$ cat config.mk
export PLATFORM = sky130hd
export DESIGN_NAME = memory_test_sequencer
export DESIGN_NICKNAME = d
export VERILOG_FILES = /design/src/rtl/memory_test_pkg.sv /design/src/rtl/mem_test_checker.sv /design/src/rtl/memory_test_sequencer.sv
export SDC_FILE = /design/constraint.sdc
export NUM_CORES = 1
export LEC_CHECK = 0
export CORE_MARGIN = 5
export CORE_UTILIZATION = 46
export CTS_CLUSTER_DIAMETER = 60
export DETAILED_ROUTE_END_ITERATION = 10
export PLACE_DENSITY = 0.76
export RECOVER_POWER = 50
export SLEW_MARGIN = 20
export SYNTH_ARGS = -nofsm -noshare
export SYNTH_HDL_FRONTEND = slang
export SYNTH_HIERARCHICAL = 1
export SYNTH_SLANG_ARGS = --single-unit
$ cat constraint.sdc
create_clock -name clk -period 2.65 [get_ports clk]
set_input_delay 0.53 -clock clk [delete_from_list [all_inputs] [get_ports clk]]
set_output_delay 0.53 -clock clk [all_outputs]
set_load 0.01 [all_outputs]
$ cat src/rtl/memory_test_pkg.sv
// Shared types and constants for the memory test sequencer slice.
// Latency: n/a (types, constants and the pattern helper only).
// Backpressure: n/a.
package memory_test_pkg;

  localparam int MEM_DEPTH = 8;
  localparam int ADDR_W    = 3;
  localparam int DATA_W    = 8;

  typedef logic [ADDR_W-1:0] addr_t;
  typedef logic [DATA_W-1:0] data_t;

  typedef enum logic [2:0] {
    ST_IDLE  = 3'd0,
    ST_WRITE = 3'd1,
    ST_READ  = 3'd2,
    ST_DRAIN = 3'd3,
    ST_DONE  = 3'd4
  } state_e;

  localparam addr_t LAST_ADDR = addr_t'(MEM_DEPTH - 1);

  // Test pattern for one location: seed plus address, wrapping at 8 bits.
  function automatic data_t pattern(input data_t seed, input addr_t addr);
    return seed + data_t'(addr);
  endfunction

endpackage

$ cat src/rtl/mem_test_checker.sv
// Aligns read addresses with returning data, compares against the pattern, counts mismatches.
// Latency: compare happens READ_LATENCY+1 edges after the edge that presents the address.
// Backpressure: none; one compare slot per cycle, pipeline flushed by reset.
module mem_test_checker
  import memory_test_pkg::*;
#(
  parameter int READ_LATENCY = 1
) (
  input  logic        clk,
  input  logic        rst,
  input  logic        clr,
  input  logic        issue_vld,
  input  addr_t       issue_addr,
  input  data_t       seed,
  input  data_t       mem_dout,
  output logic        mismatch,
  output logic [3:0]  fail_count,
  output addr_t       first_fail_addr
);

  logic  cmp_vld;
  addr_t cmp_addr;

  if (READ_LATENCY == 0) begin : g_lat0
    // Combinational-read memory: data belongs to the address currently presented.
    assign cmp_vld  = issue_vld;
    assign cmp_addr = issue_addr;
  end else begin : g_lat1
    logic  vld_q;
    addr_t addr_q;

    // One-stage expected-address delay matching the registered memory read.
    always_ff @(posedge clk) begin
      if (!rst) begin
        vld_q  <= 1'b0;
        addr_q <= '0;
      end else begin
        vld_q  <= issue_vld;
        addr_q <= issue_addr;
      end
    end

    assign cmp_vld  = vld_q;
    assign cmp_addr = addr_q;
  end

  assign mismatch = cmp_vld && (mem_dout != pattern(seed, cmp_addr));

  // Mismatch accounting; first mismatch of a run is the lowest address since reads ascend.
  always_ff @(posedge clk) begin
    if (!rst || clr) begin
      fail_count      <= '0;
      first_fail_addr <= '0;
    end else if (mismatch) begin
      fail_count <= fail_count + 4'd1;
      if (fail_count == 4'd0) first_fail_addr <= cmp_addr;
    end
  end

endmodule

$ cat src/rtl/memory_test_sequencer.sv
// Writes a seed-based pattern to an 8x8 memory, reads it back and reports mismatches.
// Latency: done pulses 16+READ_LATENCY edges after the accepted start edge.
// Backpressure: none; start is ignored unless the sequencer is idle.
module memory_test_sequencer
  import memory_test_pkg::*;
#(
  parameter int READ_LATENCY = 1
) (
  input  logic              clk,
  input  logic              rst,
  input  logic              start,
  input  logic [DATA_W-1:0] seed,
  output logic              mem_we,
  output logic [ADDR_W-1:0] mem_addr,
  output logic [DATA_W-1:0] mem_din,
  input  logic [DATA_W-1:0] mem_dout,
  output logic              busy,
  output logic              done,
  output logic              pass,
  output logic [3:0]        fail_count,
  output logic [ADDR_W-1:0] first_fail_addr
);

  localparam logic LAT0 = (READ_LATENCY == 0);

  state_e state;
  data_t  seed_q;
  logic   accept;
  logic   mismatch;

  assign accept = (state == ST_IDLE) && start;

  // Run control: write pass, read pass, drain of the compare pipe, one-cycle done.
  always_ff @(posedge clk) begin
    if (!rst) begin
      state    <= ST_IDLE;
      seed_q   <= '0;
      mem_we   <= 1'b0;
      mem_addr <= '0;
      mem_din  <= '0;
      busy     <= 1'b0;
      done     <= 1'b0;
      pass     <= 1'b0;
    end else begin
      done <= 1'b0;
      case (state)
        ST_IDLE: begin
          if (accept) begin
            state    <= ST_WRITE;
            seed_q   <= seed;
            mem_we   <= 1'b1;
            mem_addr <= '0;
            mem_din  <= seed;
            busy     <= 1'b1;
            pass     <= 1'b0;
          end
        end
        ST_WRITE: begin
          if (mem_addr == LAST_ADDR) begin
            state    <= ST_READ;
            mem_we   <= 1'b0;
            mem_addr <= '0;
            mem_din  <= '0;
          end else begin
            mem_addr <= mem_addr + 3'd1;
            mem_din  <= pattern(seed_q, mem_addr + 3'd1);
          end
        end
        ST_READ: begin
          if (mem_addr == LAST_ADDR) begin
            mem_addr <= '0;
            if (LAT0) begin
              // Last compare happens on this edge; there is nothing left to drain.
              state <= ST_DONE;
              done  <= 1'b1;
              busy  <= 1'b0;
              pass  <= (fail_count == 4'd0) && !mismatch;
            end else begin
              state <= ST_DRAIN;
            end
          end else begin
            mem_addr <= mem_addr + 3'd1;
          end
        end
        ST_DRAIN: begin
          state <= ST_DONE;
          done  <= 1'b1;
          busy  <= 1'b0;
          pass  <= (fail_count == 4'd0) && !mismatch;
        end
        ST_DONE: begin
          state <= ST_IDLE;
        end
        default: begin
          state <= ST_IDLE;
        end
      endcase
    end
  end

  mem_test_checker #(
    .READ_LATENCY(READ_LATENCY)
  ) u_checker (
    .clk             (clk),
    .rst             (rst),
    .clr             (accept),
    .issue_vld       (state == ST_READ),
    .issue_addr      (mem_addr),
    .seed            (seed_q),
    .mem_dout        (mem_dout),
    .mismatch        (mismatch),
    .fail_count      (fail_count),
    .first_fail_addr (first_fail_addr)
  );

endmodule

Word-level counts from Yosys, hierarchy flattened
Cells that the tools add are included.
- bits of input ports: 19
- output and inout bits: 22
- word-level logic and storage cells: 60
- register bits after elaboration: 37
- add/subtract/negate cells: 4
- reductions and logical operators: 19
- mux-type cells: 17
- equality and inequality tests: 8
- operator list (cell ; number):
    8-bit by 3-bit adder with 8-bit output ; 2
    8-bit two-way mux ; 2
    8-bit one-hot mux with 2 select lines ; 1
    3-bit two-way mux ; 5
    3-bit one-hot mux with 4 select lines ; 1
    2-bit AND reduction ; 5
    8-bit != test ; 1
    3-bit by 2-bit == test with 1-bit output (second input constant) ; 2
    1-bit one-hot mux with 2 select lines ; 3
    3-bit one-hot mux with 2 select lines ; 1
    3-bit AND reduction ; 2
    2-bit nonzero test ; 3
    4-bit by 1-bit adder with 4-bit output (second input constant) ; 1
    4-bit zero test ; 1
    1-bit two-way mux ; 4
    2-bit != test (second input constant) ; 2
    3-bit by 1-bit adder with 3-bit output (second input constant) ; 1
    3-bit by 1-bit == test with 1-bit output (second input constant) ; 1
    3-bit == test (second input constant) ; 1
    1-bit logical AND ; 3
    3-bit zero test ; 1
    1-bit zero test ; 2
    2-bit by 1-bit != test with 1-bit output (second input constant) ; 1
    2-bit OR reduction ; 1
    1-bit logical OR ; 1

Logic depth before layout (Yosys ltp)
Gate-level depths: netlist of the first run.
- word-level depth: 6
- depth in mapped cells: 10
- mapped depth without buffers: 10

Modules after synthesis
Netlist of the first run, hierarchy kept.
- modules (own cells, without submodules) (module ; area an instance (um^2) ; instances ; cells each):
    memory_test_sequencer ; 1302.5 ; 1 ; 152
    mem_test_checker ; 789.5 ; 1 ; 88

Worst setup path before layout of the first run
No wires, ideal clock.
- path kind: register -> register
- start: reg seed_q[0]
- end: reg pass
- library setup time: 71 ps
- buffers on the path: 0
- cell stages (with the launch flop): 11
- arrival time: 2403 ps
- setup slack: 176 ps
- path through: dfxtp_1 ha_1 fa_1 a21o_1 a221o_1 and3_1 a311o_1 and2_4 nor2_1 nand4_1 a21oi_1
- longest elaborated chain between the ends: 6
- ends and longest elaborated chain (element ; RTL line ; RTL):
    from (decl) ; memory_test_sequencer.sv:27 ; data_t seed_q;
    from (signal assigned) ; memory_test_sequencer.sv:37 ; seed_q <= '0;
    from (signal assigned) ; memory_test_sequencer.sv:50 ; seed_q <= seed;
    8-bit by 3-bit adder with 8-bit output ; memory_test_pkg.sv:25 ; return seed + data_t'(addr);
    8-bit != test ; mem_test_checker.sv:47 ; assign mismatch = cmp_vld && (mem_dout != pattern(seed, cmp_addr));
    1-bit logical AND ; mem_test_checker.sv:47 ;
    net mismatch ; memory_test_sequencer.sv:29 ; logic mismatch;
    1-bit zero test ; memory_test_sequencer.sv:89 ; pass <= (fail_count == 4'd0) && !mismatch;
    1-bit logical AND ; memory_test_sequencer.sv:89 ;
    1-bit one-hot mux with 2 select lines ; memory_test_sequencer.sv:46 ; case (state)
    to (signal assigned) ; memory_test_sequencer.sv:77 ; pass <= (fail_count == 4'd0) && !mismatch;
    to (signal assigned) ; memory_test_sequencer.sv:89 ;
    to (decl) ; memory_test_sequencer.sv:19 ; output logic pass,
The timed path passes the listed nets, and every way through them passes these cells.
A chain may end at the register's enable or synchronous reset.

Final worst setup path of the first run
Ends and elaborated chain as after synthesis.

==> impl_metrics.ini, run 1 <==
[status]
status = completed

[cts]
cts.clk_slew.worst_paths_ns = 0.07
h-tree-depth = 2
cts_buffer_depth = 2
hold_buffers = 0
clkLatencyLatePin_ns = 0.29
tritoncts = yes
cts_root_buf = clkbuf_8
cts_sinks = 37
numCtsBuffers = 5

[logic_synthesis]
synth_top_family_by_area = simple AND/OR/NAND/NOR gates
synth_nets = 271
ys_seq_area_frac = 0.354
syn_inst = 240
synth_edf_count = 0
async_flop_share = 0
synth_xor_xnor_area_share = 0.0586
syn_area_sq_um = 2090
synth.area.mux_share = 0.0245
yosys.area_share.simple = 0.260
yosys_warnings = 6
synth.avg_cell_area_sq_um = 8.72
ys.flop_type = dfxtp_1
ys_ff_latch = 37
synth_cell_types = 55
synth_fa_ha_area_frac = 0.0789
synth_compound_area_frac = 0.186

[detailed_routing]
firstDrtPassIters = 4
routed_via_density = 5.43
wl_mm = 4.74
antenna_left = 0
drc = 0
wire_per_inst_um = 14.0
drt_first_iter_violations = 80
vias = 1837

[sta]
hold_viol = 0
slew_viol_final = 0
finalCritPeriodShare = 0.945
skew_ns = 0.00322
final.setup.tns_ns = 0
tightest_slew_ns = 0.815
relSlewSlack = 0.456
finalWorstSetupSlack_ns = 0.145
finalSetupViolations = 0
clock.fmax_mhz = 399
min_period_ns = 2.50
hold_ws_ns = 0.456
rsz0062_at_grt = false

[die]
rows = 24
start_util = 0.477
die_y_um = 77.4
core_area_sq_um = 4380
io-pin-count = 41
fp.dieW_um = 77.4
dieArea_sq_um = 6000

[setup_path]
worstReg2RegStart = seed_q[0]
setup.worst_path.start_class = register
worstPathRequired_ns = 2.87
cp-end-kind = register
worst-path-max-fanout = 3
crit_path_start = seed_q[0]
cp.arrival_ns = 2.72
crit_type = reg -> reg

[place]
gp_congestion = 0.861
hpwl_mm = 3.56
port_buffers = 40
dp_slack_ns = 0.0313
dpl_cell_area_sq_um = 2570

[grt]
grt_overflow_total = 0
grt_max_degree = 22
met3_usage = 0.0451
antenna_found_initial = 0
met1_usage = 0.202
grt_usage = 0.160
grt_pass1_vias = 1687
grt_first_pass_wirelength_mm = 7.83
busiest_layer = met2
grt_use_met2 = 0.254

[worst_hold_path]
min_from = pass
hp-class = reg -> reg

[pwr]
power_leakage_nw = 1.05
worst_ir_drop_vdd_uv = 347
power.density_nw_per_um2 = 457

[final_layout]
antenna_cells = 0
post-route-cell-area_sq_um = 2660
syn2layout_area_growth_pct = 27.2
drive_above_1_share = 0.105
nNetsFinal = 317

[job]
cap_violations = 0
-- area by class of cell --
cell class | instances | area (sq um)
clock buffer | 6 | 82.6
clock inverter | 1 | 7.51
fill | 396 | 1720
inverter | 8 | 30.0
multi-input combinational | 186 | 1280
sequential | 37 | 742
tap | 52 | 65.1
timing repair buffer | 48 | 457
-- where the power goes --
| group | leakage [nW] | internal, mW | switching [mW] |
|---|---|---|---|
| registers | 0.303 | 0.580 | 0.0257 |
| clock network | 0.0433 | 0.205 | 0.197 |
| logic | 0.702 | 0.110 | 0.0976 |
-- worst paths after layout --
kind	end	slack, ns	cells after the start
max	pass	0.15	10
min	pass	0.46	2
max reg2reg	pass	0.15	10
min reg2reg	pass	0.46	2
-- metal layers --
layer  up-vias  share of wire
met3         5          0.056
met1       850           0.45
li1        944              -
met5         -              0
met4         0          0.016
met2        38           0.48
-- per-stage QoR --
stage               std cells  utilization  power, mW
CTS                       338        0.606       1.23
detailed placement        331        0.586      0.827
finish                    338        0.607       1.22
floorplan                 240            -      0.733
global placement          331        0.586      0.823
global route              338        0.607       1.27
-- critical path: stages (launching register included) --
cell and delay [ns]:
dfxtp_1 0.34, ha_2 0.23, fa_2 0.36, a21o_1 0.21, a221o_1 0.34, and3_1 0.15
a311o_1 0.31, and2_4 0.18, nor2_1 0.09, nand4_1 0.09, a21oi_1 0.13
-- state kept, by name (all words and copies together) (netlist names), 3 cells and up --
name	cells
u_checker/fail_count	4
mem_din	8
mem_addr	3
u_checker/cmp_addr	3
state	3
u_checker/first_fail_addr	3
seed_q	8
-- logic make-up (layout without fill, tap and decap cells) --
group	Yosys count	count (layout)
xor+xnor	14	14
flops	37	37
fa+ha+maj	12	12
simple gates	98	98
compound gates	57	57
buf+inv	17	63
mux	5	5
-- cell usage after synthesis, types with 4 or more instances --
library cell / count / share of area
nor3_1: 6 / 0.014
ha_1: 10 / 0.060
dfxtp_1: 37 / 0.35
o22ai_1: 4 / 0.012
mux2i_1: 4 / 0.019
and2_1: 4 / 0.012
nor2_1: 16 / 0.029
nand2b_1: 4 / 0.012
o21ai_0: 8 / 0.019
xnor2_1: 6 / 0.025
nand4_1: 7 / 0.021
clkbuf_1: 4 / 0.0072
nor2b_1: 6 / 0.018
a21oi_1: 19 / 0.045
a21boi_0: 4 / 0.014
inv_1: 7 / 0.013
nand2_1: 35 / 0.063
xor2_1: 8 / 0.033
-- repair_timing --
item                       CTS  global route
resized for setup            0             3
buffers inserted             0             0
setup endpoints to repair    0             4
-- layout by cell type, fill, tap and decap left out, drive strengths merged, types with 2 or more instances in the layout --
cell / netlist / layout
fa: 2 / 2
inv: 8 / 8
a22oi: 2 / 2
nand4: 8 / 8
o22ai: 4 / 4
buf: 5 / 7
a21o: 2 / 2
o21a: 2 / 2
o211ai: 2 / 2
or3: 2 / 2
and3b: 2 / 2
nor2: 18 / 18
xor2: 8 / 8
o21ai: 10 / 10
and2: 5 / 5
nand3: 2 / 2
clkdlybuf4s50: 0 / 30
nor3: 6 / 6
a2bb2oi: 2 / 2
dlygate4sd3: 0 / 10
nor2b: 6 / 6
ha: 10 / 10
xnor2: 6 / 6
nand2: 35 / 35
and4b: 2 / 2
mux2i: 4 / 4
clkbuf: 4 / 7
a21boi: 5 / 5
dfxtp: 37 / 37
a21oi: 19 / 19
nand2b: 4 / 4
o2111ai: 2 / 2
Power figures use the tool's default switching activity.
==> run 2, diff against run 1 <==
Settings changed: CORE_UTILIZATION 46 to 51, PLACE_DENSITY 0.76 to 0.8, REMOVE_ABC_BUFFERS set to 1.
Clock period 2.65 ns to 2.5 ns, I/O delays scaled along.
==> run 2 against run 1 <==
Register-to-register slack got worse by 0.09 ns. Sequential cell count unchanged. First-iteration DRC count increased by 28%. Clock-buffer cell count decreased by 1. Worst setup slack got worse by 0.090 ns. Clock skew increased by 0.0069 ns. Sequential share of layout area decreased by 1.4 points. Worst hold slack improved by 0.012 ns. Global-route usage increased by 4.5 points. Clock power increased by 32%. Wire length increased by 7.7%. Via count increased by 5.6%. Largest power group unchanged. Highest routed layer unchanged.
==> impl_metrics.ini, run 2 (same netlist as run 1, synthesis figures left out) <==
[worst_hold_path]
worstHoldPathCells = 2
hold_end = u_checker/first_fail_addr[2]
min_from = u_checker/first_fail_addr[2]
hp-class = reg -> reg

[sta]
min_period_ns = 2.44
hold_viol = 0
finalSetupViolations = 0
relSlewSlack = 0.472
skew_ns = 0.0101
slew_viol_final = 0
rsz0062_at_grt = true
tightest_slew_ns = 0.790
clock.fmax_mhz = 409
finalCritPeriodShare = 0.978
hold_ws_ns = 0.468

[setup_path]
setup.worst_path.start_class = register
worstPathRequired_ns = 2.73
worst-path-max-fanout = 2
rrSetupSlack_ns = 0.06
cp_slowest_cell = a311o_1
cp-end-kind = register
cp_cell_sequence = ha_4, fa_2, a21o_1, a221o_1, and3_4, a311o_1, and2_4, nor2_1, nand4_1, a21oi_1
crit_type = reg -> reg
worstReg2RegStart = u_checker/cmp_addr[0]
cp.arrival_ns = 2.67
cp_slowest_stage_delay_ns = 0.37
r2r_cells = 10
worstReg2RegEnd = pass

[detailed_routing]
firstDrtPassIters = 4
wire_per_inst_um = 14.6
vias = 1940
wl_mm = 5.10
routed_via_density = 5.57
drt_first_iter_violations = 102
antenna_left = 0
drc = 0

[final_layout]
layout_common_cells = dfxtp_1 (36), nand2_1 (35), clkdlybuf4s50_1 (31)
fin_cells = 348
antenna_cells = 0
nNetsFinal = 328
mostFrequentLayoutCell = dfxtp_1
fillers = 321
reg_top3 = mem_din x8, seed_q x8, u_checker/fail_count x4
syn2layout_area_growth_pct = 34.0
drive_above_1_share = 0.151

[place]
gp_congestion = 0.827
port_buffers = 40
dp.cells = 340
hpwl_mm = 3.80

[grt]
grt_overflow_total = 0
grt_max_degree = 22
grt_first_pass_wirelength_mm = 8.60
antenna_found_initial = 0
grt_usage = 0.205
grt_pass1_vias = 1944

[pwr]
power_leakage_nw = 1.13
power.density_nw_per_um2 = 501
worst_ir_drop_vdd_uv = 388

[cts]
tritoncts = yes
numCtsBuffers = 5
h-tree-depth = 2
cts_root_buf = clkbuf_8
cts_buffer_depth = 2
clkLatencyLatePin_ns = 0.30
cts_sinks = 37
cts.clk_slew.worst_paths_ns = 0.08
post_cts_buffers = 0

[die]
io-pin-count = 41
die_y_um = 74.0
fp.dieW_um = 74.0
rows = 23
core_area_sq_um = 4000
start_util = 0.523
dieArea_sq_um = 5480

[job]
cap_violations = 0

[status]
status = completed
-- run 2: area by class of cell --
cell class / instances / area, sq um / share of cell area
Tap cell: 50 / 62.6 / 0.0223
Inverter: 8 / 30.0 / 0.0107
Sequential cell: 37 / 742 / 0.265
Multi-Input combinational cell: 186 / 1310 / 0.467
Timing Repair Buffer: 59 / 547 / 0.195
Clock inverter: 3 / 43.8 / 0.0156
Clock buffer: 5 / 68.8 / 0.0246
-- run 2: per-layer routing --
layer | vias up | track usage | routed length [um]
li1 | 969 | - | -
met1 | 919 | 0.251 | 2240
met2 | 44 | 0.348 | 2500
met3 | 8 | 0.0405 | 253
met4 | 0 | 0.0865 | 108
met5 | - | 0 | 0
-- run 2: through the flow --
step	utilization	power (mW)	TNS [ns]	worst slack [ns]	area, sq um
global placement	0.662	0.879	0	0.0137	2650
floorplan	-	0.769	0	0.0120	2040
detailed placement	0.662	0.887	-0.175	-0.0631	2650
CTS	0.694	1.42	0	0.0277	2780
global route	0.701	1.47	-0.0710	-0.0710	2800
finish	0.701	1.41	0	0.0553	2800
-- run 2: worst max-delay path: cells and delay by family (launching register included) --
kind	cells	cell delay, ns
compound gates	4	1.01
simple gates	4	0.52
fa+ha+maj	2	0.51
flops	1	0.34
-- run 2: repair_timing --
action | in CTS | in global routing
pin swaps | 1 | 1
endpoints found under the setup margin | 4 | 4
hold buffers | 0 | 0
gates resized for setup | 3 | 5
-- run 2: worst max path at each step --
stage | start | end | slack, ns | cells after the start
after CTS | seed_q[0] | pass | 0.03 | 10
after global routing | u_checker/cmp_addr[0] | pass | -0.07 | 11
after detailed placement | mem_dout[4] | u_checker/first_fail_addr[0] | -0.06 | 8
after floorplan | seed_q[0] | pass | 0.01 | 10
after global placement | mem_dout[7] | pass | 0.01 | 8
final | u_checker/cmp_addr[0] | pass | 0.06 | 10
-- run 2: report_power, final --
part / leakage [nW] / switching (mW) / internal [mW]
sequential: 0.303 / 0.0256 / 0.615
combinational: 0.765 / 0.111 / 0.125
clock: 0.0585 / 0.230 / 0.299
total: 1.13 / 0.367 / 1.04
==> run 3, diff against run 2 <==
Settings changed: GPL_TIMING_DRIVEN set to 0.
==> run 3 against run 2 <==
Core utilization down 2.8 points. Sequential power up 1%. Worst setup slack worse by 0.032 ns. Clock power down 23%. Maximum frequency down 1.3%. Power down 9.9%. First-iteration DRC count up 16%.
==> impl_metrics.ini, run 3 (same netlist as run 1, synthesis figures left out) <==
[die]
rows = 23
dieArea_sq_um = 5480
io-pin-count = 41
core_area_sq_um = 4000
start_util = 0.523
die_y_um = 74.0
fp.dieW_um = 74.0

[setup_path]
worstReg2RegEnd = pass
cp_slowest_cell = or4b_4
cp_slowest_stage_delay_ns = 0.48
setup.worst_path.start_class = register
cp.arrival_ns = 2.70
worstReg2RegStart = seed_q[1]
crit_top_cell = nor2_2
cp_cell_sequence = ha_1, a211oi_4, nor2_2, or4b_4, a311o_1, and2_4, nor2_2, nand4_1, a21oi_1
r2r_cells = 9
worstPathRequired_ns = 2.72
crit_type = reg -> reg
rrSetupSlack_ns = 0.02
cp-end-kind = register
crit_path_start = seed_q[1]
endpoint = pass
worst-path-max-fanout = 5

[detailed_routing]
wire_per_inst_um = 14.6
drc = 0
wl_mm = 4.91
antenna_left = 0
vias = 1865
drt_first_iter_violations = 118
firstDrtPassIters = 4
routed_via_density = 5.55

[grt]
grt_first_pass_wirelength_mm = 8.00
grt_pass1_vias = 1775
grt_usage = 0.192
antenna_found_initial = 0
grt_max_degree = 22
grt_overflow_total = 0

[sta]
clock.fmax_mhz = 404
tightest_slew_ns = 0.830
slew_viol_final = 0
hold_ws_ns = 0.460
finalCritPeriodShare = 0.990
finalWorstSetupSlack_ns = 0.0238
relSlewSlack = 0.446
skew_ns = 0.0115
min_period_ns = 2.48
finalSetupViolations = 0
final.setup.tns_ns = 0
rsz0062_at_grt = true
hold_viol = 0

[final_layout]
antenna_cells = 0
reg_top3 = mem_din x8, seed_q x8, u_checker/fail_count x4
nNetsFinal = 317
layout_common_cells = nand2_1 (35), dfxtp_1 (33), clkdlybuf4s50_1 (26)
fillers = 341
drive_above_1_share = 0.126
fin_cells = 336
mostFrequentLayoutCell = nand2_1
syn2layout_area_growth_pct = 28.6

[place]
dp_slack_ns = -0.211
hpwl_mm = 3.47
dp.cells = 321
gp_congestion = 0.868
port_buffers = 40

[cts]
tritoncts = yes
cts_root_buf = clkbuf_8
clkLatencyLatePin_ns = 0.30
cts_sinks = 37
h-tree-depth = 2
cts.clk_slew.worst_paths_ns = 0.07
hold_buffers = 0
cts_buffer_depth = 2
numCtsBuffers = 5

[pwr]
power_leakage_nw = 1.07
worst_ir_drop_vdd_uv = 337
p_total_mw = 1.27
power.density_nw_per_um2 = 470

[status]
status = completed

[worst_hold_path]
hp-class = reg -> reg

[job]
cap_violations = 0
[run 3: worst max-delay path: cells and delay by family (launching register included)]
kind                       cells  cell delay, ns
DFF                            1            0.35
AOI/OAI and AO/OA              3            0.82
adders and majority gates      1            0.33
and+or+nand+nor                5            0.90
[run 3: metal layers]
metal,part of all wire,routed length (um),GRT usage
met5,0,0,0
met4,0.026,126,0.0865
met3,0.052,255,0.0446
met2,0.48,2330,0.321
met1,0.45,2190,0.235
[run 3: metrics by stage]
step	utilization	area [sq um]
after global placement	0.627	2510
after floorplan	-	2040
after detailed placement	0.627	2510
after global routing	0.673	2690
after CTS	0.663	2650
final	0.673	2690
[run 3: final cells by class]
| type | instances | area, sq um | share of cell area |
|---|---|---|---|
| clock buffers | 6 | 72.6 | 0.0270 |
| clock inverters | 1 | 8.76 | 0.00325 |
| inverters | 8 | 30.0 | 0.0112 |
| multi-input cells | 186 | 1310 | 0.487 |
| flip-flops and latches | 37 | 746 | 0.277 |
| well taps | 50 | 62.6 | 0.0232 |
| repair buffers | 48 | 460 | 0.171 |
[run 3: timing repair]
action                     in CTS  in global routing
pin swaps                       6                  4
gates resized for setup         8                  3
setup endpoints to repair       6                  7
setup buffers                   5                  3
[run 3: how the worst min path moves through the flow]
stage,startpoint,depth (start not counted),end,slack [ns]
after detailed placement,pass,2,pass,0.46
after global routing,u_checker/first_fail_addr[2],2,u_checker/first_fail_addr[2],0.48
final,pass,2,pass,0.46
after global placement,u_checker/first_fail_addr[0],2,u_checker/first_fail_addr[0],0.45
after floorplan,u_checker/cmp_addr[0],2,u_checker/first_fail_addr[0],0.44
after CTS,pass,2,pass,0.46
[run 3: power by group]
part           total, mW  switching [mW]  internal [mW]
Clock              0.406           0.213          0.193
Sequential         0.649          0.0334          0.615
Combinational      0.211           0.100          0.111
Total               1.27           0.347          0.920
